==> src/rtl/blink_io_initiator.sv <==
// Z80-style IORQ initiator: runs one I/O read or write cycle against blink per command.
// Define IOINIT_TIMEOUT_EN to abort cycles whose wait extension exceeds TIMEOUT.
module blink_io_initiator #(
  parameter int unsigned T_SETUP  = 1,
  parameter int unsigned T_STROBE = 3,
  parameter int unsigned T_HOLD   = 1,
  parameter int unsigned TIMEOUT  = 255
) (
  input  logic        mck,
  input  logic        rin,
  input  logic        cmd_valid,
  output logic        cmd_ready,
  input  logic        cmd_wr,
  input  logic [15:0] cmd_addr,
  input  logic [7:0]  cmd_wdata,
  output logic        rsp_valid,
  output logic [7:0]  rsp_rdata,
  output logic        rsp_err,
  output logic [15:0] ca,
  output logic        ior_n,
  output logic        crd_n,
  output logic [7:0]  bus_do,
  input  logic [7:0]  bus_di,
  input  logic        wait_n,
  output logic        busy
);

  // One width serves both the phase counter and the wait-extension counter.
  localparam int unsigned MAX_SP  = (T_SETUP > T_STROBE) ? T_SETUP : T_STROBE;
  localparam int unsigned MAX_SPH = (MAX_SP > T_HOLD) ? MAX_SP : T_HOLD;
  localparam int unsigned MAX_ALL = (MAX_SPH > TIMEOUT) ? MAX_SPH : TIMEOUT;
  localparam int unsigned CNT_W   = $clog2(MAX_ALL + 1);

  localparam logic [CNT_W-1:0] CNT_ZERO  = CNT_W'(0);
  localparam logic [CNT_W-1:0] CNT_ONE   = CNT_W'(1);
  localparam logic [CNT_W-1:0] SETUP_LD  = CNT_W'(T_SETUP - 1);
  localparam logic [CNT_W-1:0] STROBE_LD = CNT_W'(T_STROBE - 1);
  localparam logic [CNT_W-1:0] HOLD_LD   = CNT_W'(T_HOLD - 1);

  typedef enum logic [2:0] {
    ST_IDLE   = 3'd0,
    ST_SETUP  = 3'd1,
    ST_STROBE = 3'd2,
    ST_HOLD   = 3'd3,
    ST_DONE   = 3'd4
  } state_t;

  state_t           state_r, state_s;
  logic [CNT_W-1:0] cnt_r, cnt_s;
  logic             accept_s, capture_s, wr_s, rd_phase_s, done_s, abort_s;
  logic             wr_r;
  logic [7:0]       rd_data_r;
  logic [15:0]      ca_r;
  logic [7:0]       bus_do_r, rsp_rdata_r;
  logic             ior_n_r, crd_n_r, cmd_ready_r, rsp_valid_r, rsp_err_r, busy_r;

`ifdef IOINIT_TIMEOUT_EN
  localparam logic [CNT_W-1:0] EXT_MAX = CNT_W'(TIMEOUT);
  logic [CNT_W-1:0] ext_r;
  logic             to_r, timeout_s, extend_s;
`endif

  // State and phase counter registers
  always_ff @(posedge mck or posedge rin) begin
    if (rin) begin
      state_r <= ST_IDLE;
      cnt_r   <= CNT_ZERO;
    end else begin
      state_r <= state_s;
      cnt_r   <= cnt_s;
    end
  end

  // Next-state decode; the counter reloads whenever a phase is entered
  always_comb begin
    state_s    = state_r;
    cnt_s      = cnt_r;
    accept_s   = 1'b0;
    capture_s  = 1'b0;
`ifdef IOINIT_TIMEOUT_EN
    timeout_s  = 1'b0;
    extend_s   = 1'b0;
`endif
    case (state_r)
      ST_IDLE: begin
        if (cmd_valid) begin
          accept_s = 1'b1;
          state_s  = ST_SETUP;
          cnt_s    = SETUP_LD;
        end else begin
          state_s  = ST_IDLE;
        end
      end
      ST_SETUP: begin
        if (cnt_r == CNT_ZERO) begin
          state_s = ST_STROBE;
          cnt_s   = STROBE_LD;
        end else begin
          cnt_s   = cnt_r - CNT_ONE;
        end
      end
      ST_STROBE: begin
        if (cnt_r != CNT_ZERO) begin
          cnt_s     = cnt_r - CNT_ONE;
        end else if (wait_n) begin
          state_s   = ST_HOLD;
          cnt_s     = HOLD_LD;
          capture_s = 1'b1;
`ifdef IOINIT_TIMEOUT_EN
        end else if (ext_r == EXT_MAX) begin
          state_s   = ST_HOLD;
          cnt_s     = HOLD_LD;
          timeout_s = 1'b1;
`endif
        end else begin
          state_s   = ST_STROBE;
`ifdef IOINIT_TIMEOUT_EN
          extend_s  = 1'b1;
`endif
        end
      end
      ST_HOLD: begin
        if (cnt_r == CNT_ZERO) begin
          state_s = ST_DONE;
        end else begin
          cnt_s   = cnt_r - CNT_ONE;
        end
      end
      ST_DONE: begin
        state_s = ST_IDLE;
      end
      default: begin
        state_s = ST_IDLE;
        cnt_s   = CNT_ZERO;
      end
    endcase

    // crd_n is decided at accept and held until DONE so it never moves under ior_n
    wr_s       = accept_s ? cmd_wr : wr_r;
    rd_phase_s = (!wr_s) && ((state_s == ST_SETUP) || (state_s == ST_STROBE) ||
                             (state_s == ST_HOLD));
    done_s     = (state_s == ST_DONE);
  end

`ifdef IOINIT_TIMEOUT_EN
  // Wait-extension counter and abort flag, cleared when a new command is accepted
  always_ff @(posedge mck or posedge rin) begin
    if (rin) begin
      ext_r <= CNT_ZERO;
      to_r  <= 1'b0;
    end else if (accept_s) begin
      ext_r <= CNT_ZERO;
      to_r  <= 1'b0;
    end else if (extend_s) begin
      ext_r <= ext_r + CNT_ONE;
    end else if (timeout_s) begin
      to_r  <= 1'b1;
    end
  end

  assign abort_s = to_r;
`else
  assign abort_s = 1'b0;
`endif

  // Bus drive, captured read data and response registers
  always_ff @(posedge mck or posedge rin) begin
    if (rin) begin
      wr_r        <= 1'b0;
      rd_data_r   <= 8'h00;
      ca_r        <= 16'h0000;
      bus_do_r    <= 8'h00;
      ior_n_r     <= 1'b1;
      crd_n_r     <= 1'b1;
      cmd_ready_r <= 1'b1;
      rsp_valid_r <= 1'b0;
      rsp_rdata_r <= 8'h00;
      rsp_err_r   <= 1'b0;
      busy_r      <= 1'b0;
    end else begin
      if (accept_s) begin
        ca_r <= cmd_addr;
        wr_r <= cmd_wr;
      end
      if (accept_s && cmd_wr) begin
        bus_do_r <= cmd_wdata;
      end
      if (capture_s && !wr_r) begin
        rd_data_r <= bus_di;
      end
      ior_n_r     <= (state_s != ST_STROBE);
      crd_n_r     <= !rd_phase_s;
      cmd_ready_r <= (state_s == ST_IDLE);
      busy_r      <= (state_s != ST_IDLE);
      rsp_valid_r <= done_s;
      rsp_err_r   <= done_s && abort_s;
      rsp_rdata_r <= (done_s && !wr_r) ? (abort_s ? 8'hFF : rd_data_r) : 8'h00;
    end
  end

  assign ca        = ca_r;
  assign bus_do    = bus_do_r;
  assign ior_n     = ior_n_r;
  assign crd_n     = crd_n_r;
  assign cmd_ready = cmd_ready_r;
  assign busy      = busy_r;
  assign rsp_valid = rsp_valid_r;
  assign rsp_rdata = rsp_rdata_r;
  assign rsp_err   = rsp_err_r;

endmodule
==> config.mk <==
export PLATFORM = sky130hd
export DESIGN_NAME = blink_io_initiator
export DESIGN_NICKNAME = d
export VERILOG_FILES = /design/src/rtl/blink_io_initiator.sv
export SDC_FILE = /design/constraint.sdc
export NUM_CORES = 1
export LEC_CHECK = 0
export ABC_AREA = 1
export CAP_MARGIN = 10
export CORE_ASPECT_RATIO = 1.25
export CORE_MARGIN = 5
export CORE_UTILIZATION = 47
export DETAILED_ROUTE_END_ITERATION = 8
export GPL_TIMING_DRIVEN = 0
export PLACE_DENSITY = 0.78
export SETUP_SLACK_MARGIN = 0.05
export SKIP_LAST_GASP = 1
export SLEW_MARGIN = 20
export SYNTH_ARGS = -nofsm -noshare
export SYNTH_HDL_FRONTEND = slang
export SYNTH_SLANG_ARGS = --single-unit
==> constraint.sdc <==
create_clock -name mck -period 2 [get_ports mck]
set_clock_uncertainty 0.1 [all_clocks]
set_input_delay 0.4 -clock mck [delete_from_list [all_inputs] [get_ports mck]]
set_output_delay 0.4 -clock mck [all_outputs]
set_load 0.02 [all_outputs]
==> results.toml <==
[place]
io_buffers = 73
place_area_sq_um = 3460
dpl_worst_slack_ps = 82.6
gp_congestion = 0.861
placed_cells = 412
dp_hpwl_um = 4380

[synthesis]
post-synth-top-area-cell = "dfrtp_1"
synth_flop_cell = "dfrtp_1"
syn_nets = 314
ys_seq_area_share_pct = 54.1
yosys-top-cells-area = "dfrtp_1 (51%), nand2_1 (12%), mux2_4 (4.5%)"
synth_edf_count = 0
ys_seq_elements = 57
postSynthCellCount = 275
syn_area_per_cell_sq_um = 9.62
ys_types = 38
synth_async_sr_flop_share_pct = 100
yosysWarnings = 0
netlist.area_leader.share_pct = 51.1
netlist_area_sq_um = 2650

[die]
rows = 30
core_sq_um = 5440
die_h_um = 93.9
die_area_sq_um = 7240
fp.dieW_um = 77.1
initial_core_util_pct = 48.6
ios = 75

[detailed_routing]
routedWlPerCell_um = 14.3
drtIter0Drc = 109
wl_um = 6110
detail_route.vias_per_cell = 4.88
dr.pass1.iters = 4
route.detailed.drc = 0
num_vias = 2089
drt.antenna.violating_nets = 0

[sta]
fmax_mhz = 551
finalSetupViolCount = 0
worstMarginPinSlew_ps = 686
drv_slew = 0
rsz0062_at_grt = "no"
slew_headroom_pct = 54.2
setup_slack_ps = 184
period_needed_ps = 1820
finalHoldViolCount = 0
final.period_utilization_pct = 90.8

[critical_path]
critPathArrivalTime_ps = 1320
r2r_setup_slack_ps = 230
r2r-end = "cnt_r[7]"
crit_buf_inv = 1
crit_type = "reg -> out"
cp-end-kind = "primary output"
cp_top_family = "buffers and inverters"
cp.required_ps = 1500
cpMaxStageDelayCell = "clkdlybuf4s50_1"
r2r_start = "cnt_r[0]"
startpoint_type = "flop"
r2r_cells = 9
cp_slowest_stage_delay_ps = 620
cp_cell_sequence = "clkdlybuf4s50_1"
crit_path_max_fanout = 2

[cts]
clock_latency_ps = 330
clockBufferDepth = 2
cts.sinks = 57
cts_htree_levels = 3
path_clk_slew_ps = 70
hold_buffers = 0
cts_tree = "done"
cts_buffers = 9
clockRootBuffer = "clkbuf_8"

[job]
cap_violations = 0

[pwr]
power_density_nw_per_um2 = 1570
ir_drop_mv = 0.953
p_leak_uw = 0.00184

[layout]
final.fill_count = 436
drive_gt1_share_pct = 17.9
antenna_cells = 0
stdcell_count = 428
area_growth_pct = 38.1
fin_area_sq_um = 3650
nets = 398

[global_route]
grt_pass1_wl_um = 10100
grt_use_total_pct = 17.8
grt_pass1_vias = 2157
grt_remaining_overflow = 0
grt_max_degree = 58
antenna_found_initial = 0

[min_path]
holdCritStartpoint = "ca[6]"
whs_path_depth = 2
holdPathEnd = "ca[6]"
hold_path.class = "reg -> reg"

[run_status]
run_status = "finished clean"
## power by group
| part | switching, uW | internal (uW) |
|---|---|---|
| clock network | 451 | 640 |
| registers | 266 | 1610 |
| logic | 1600 | 1180 |
## worst reg2reg max path: cells and delay by family (launching register included)
family	cells	cell delay [ps]
flops	1	400
fa+ha+maj	1	210
buf+inv	2	190
simple gates	6	770
## metal layers
layer	global-route usage, %	wire, um
met3	5.57	331
met1	19.4	2340
met2	31.7	3350
met5	0	0
met4	7.59	87
## cell families (layout without fill, tap and decap cells)
logic type               after synthesis  in the layout  share of synthesized area, %
AND/OR/NAND/NOR                      147            147                          27.3
flip-flops                            57             57                          54.1
buffers and inverters                 36            125                          5.91
AO/OA/AOI/OAI                         21             21                          6.05
multiplexers                           8              8                          4.54
XOR/XNOR                               3              3                         0.994
adder cells (fa/ha/maj)                2              2                         0.946
other                                  1              1                         0.142
## synth_stat cells, types with 2 or more instances
library cell / number
mux2_4: 8
ha_1: 2
o21ai_2: 2
o21ai_1: 2
a21oi_1: 2
nor2_4: 3
o211ai_1: 4
nor2_2: 3
dfrtp_1: 54
a21oi_2: 6
nand3_4: 2
nand2_1: 87
o211ai_2: 2
dfstp_2: 3
inv_2: 3
o21ai_0: 3
nand2_2: 7
inv_1: 25
nand3_1: 11
nor2_1: 21
xor2_1: 3
nand4_1: 6
## stage by stage
step / setup TNS [ps] / utilization, % / total power (uW) / hold slack (ps)
3_5_place_dp: 0 / 63.5 / 4690 / 365
6_report: 0 / 67.1 / 5750 / 378
5_1_grt: 0 / 67.1 / 6150 / 386
2_1_floorplan: 0 / - / 3690 / 360
4_1_cts: 0 / 67.1 / 5810 / 381
3_3_place_gp: -52730 / 63.5 / 4600 / 361
## how the worst max path moves through the flow
stage	start	to	slack, ps	cells past startpoint
3_3_place_gp	rin	ca[4]	-950	2
4_1_cts	ca[15]	ca[15]	160	1
6_report	ca[15]	ca[15]	180	1
3_5_place_dp	cmd_valid	bus_do[6]	80	5
2_1_floorplan	rin	bus_do[0]	110	1
5_1_grt	cnt_r[1]	cnt_r[5]	60	9
## placed cells by master, fill, tap and decap left out, types with 2 or more instances in the layout
cell type        count
clkbuf_8            11
clkdlybuf4s50_1     70
o211ai_1             4
nand3_1             11
dfrtp_1             54
dlygate4sd2_1        3
xor2_1               3
nor2_4               3
o21ai_1              2
nand3_4              2
o211ai_2             2
nor2_2               3
clkbuf_1             3
nand2_1             87
nor2_1              21
dfstp_2              3
nand4_1              6
a21oi_2              6
inv_2                3
clkinv_2             3
o21ai_0              3
mux2_4               8
a21oi_1              2
o21ai_2              2
nand2_2              7
inv_4                2
inv_1               24
ha_1                 2
## area by class of cell
class	count	area, sq um	share of cell area, %
sequential	57	1430	39.1
multi-input combinational	182	1060	29.0
timing repair buffer	73	727	19.9
clock buffer	13	159	4.35
inverter	31	128	3.49
tap	64	80.1	2.19
clock inverter	3	40.0	1.10
buffer	5	31.3	0.856
## registers in the layout (all words and copies together) (netlist names)
signal / cells
bus_do: 8
busy: 1
ca: 16
cmd_ready: 1
cnt_r: 8
crd_n: 1
ior_n: 1
rd_data_r: 8
rsp_rdata: 8
rsp_valid: 1
state_r: 3
wr_r: 1
## repair_timing
action                     CTS  global route
setup endpoints to repair    3             0
gates resized for setup      3             0
buffers inserted             0             0
(Power assumes the default switching activity.)
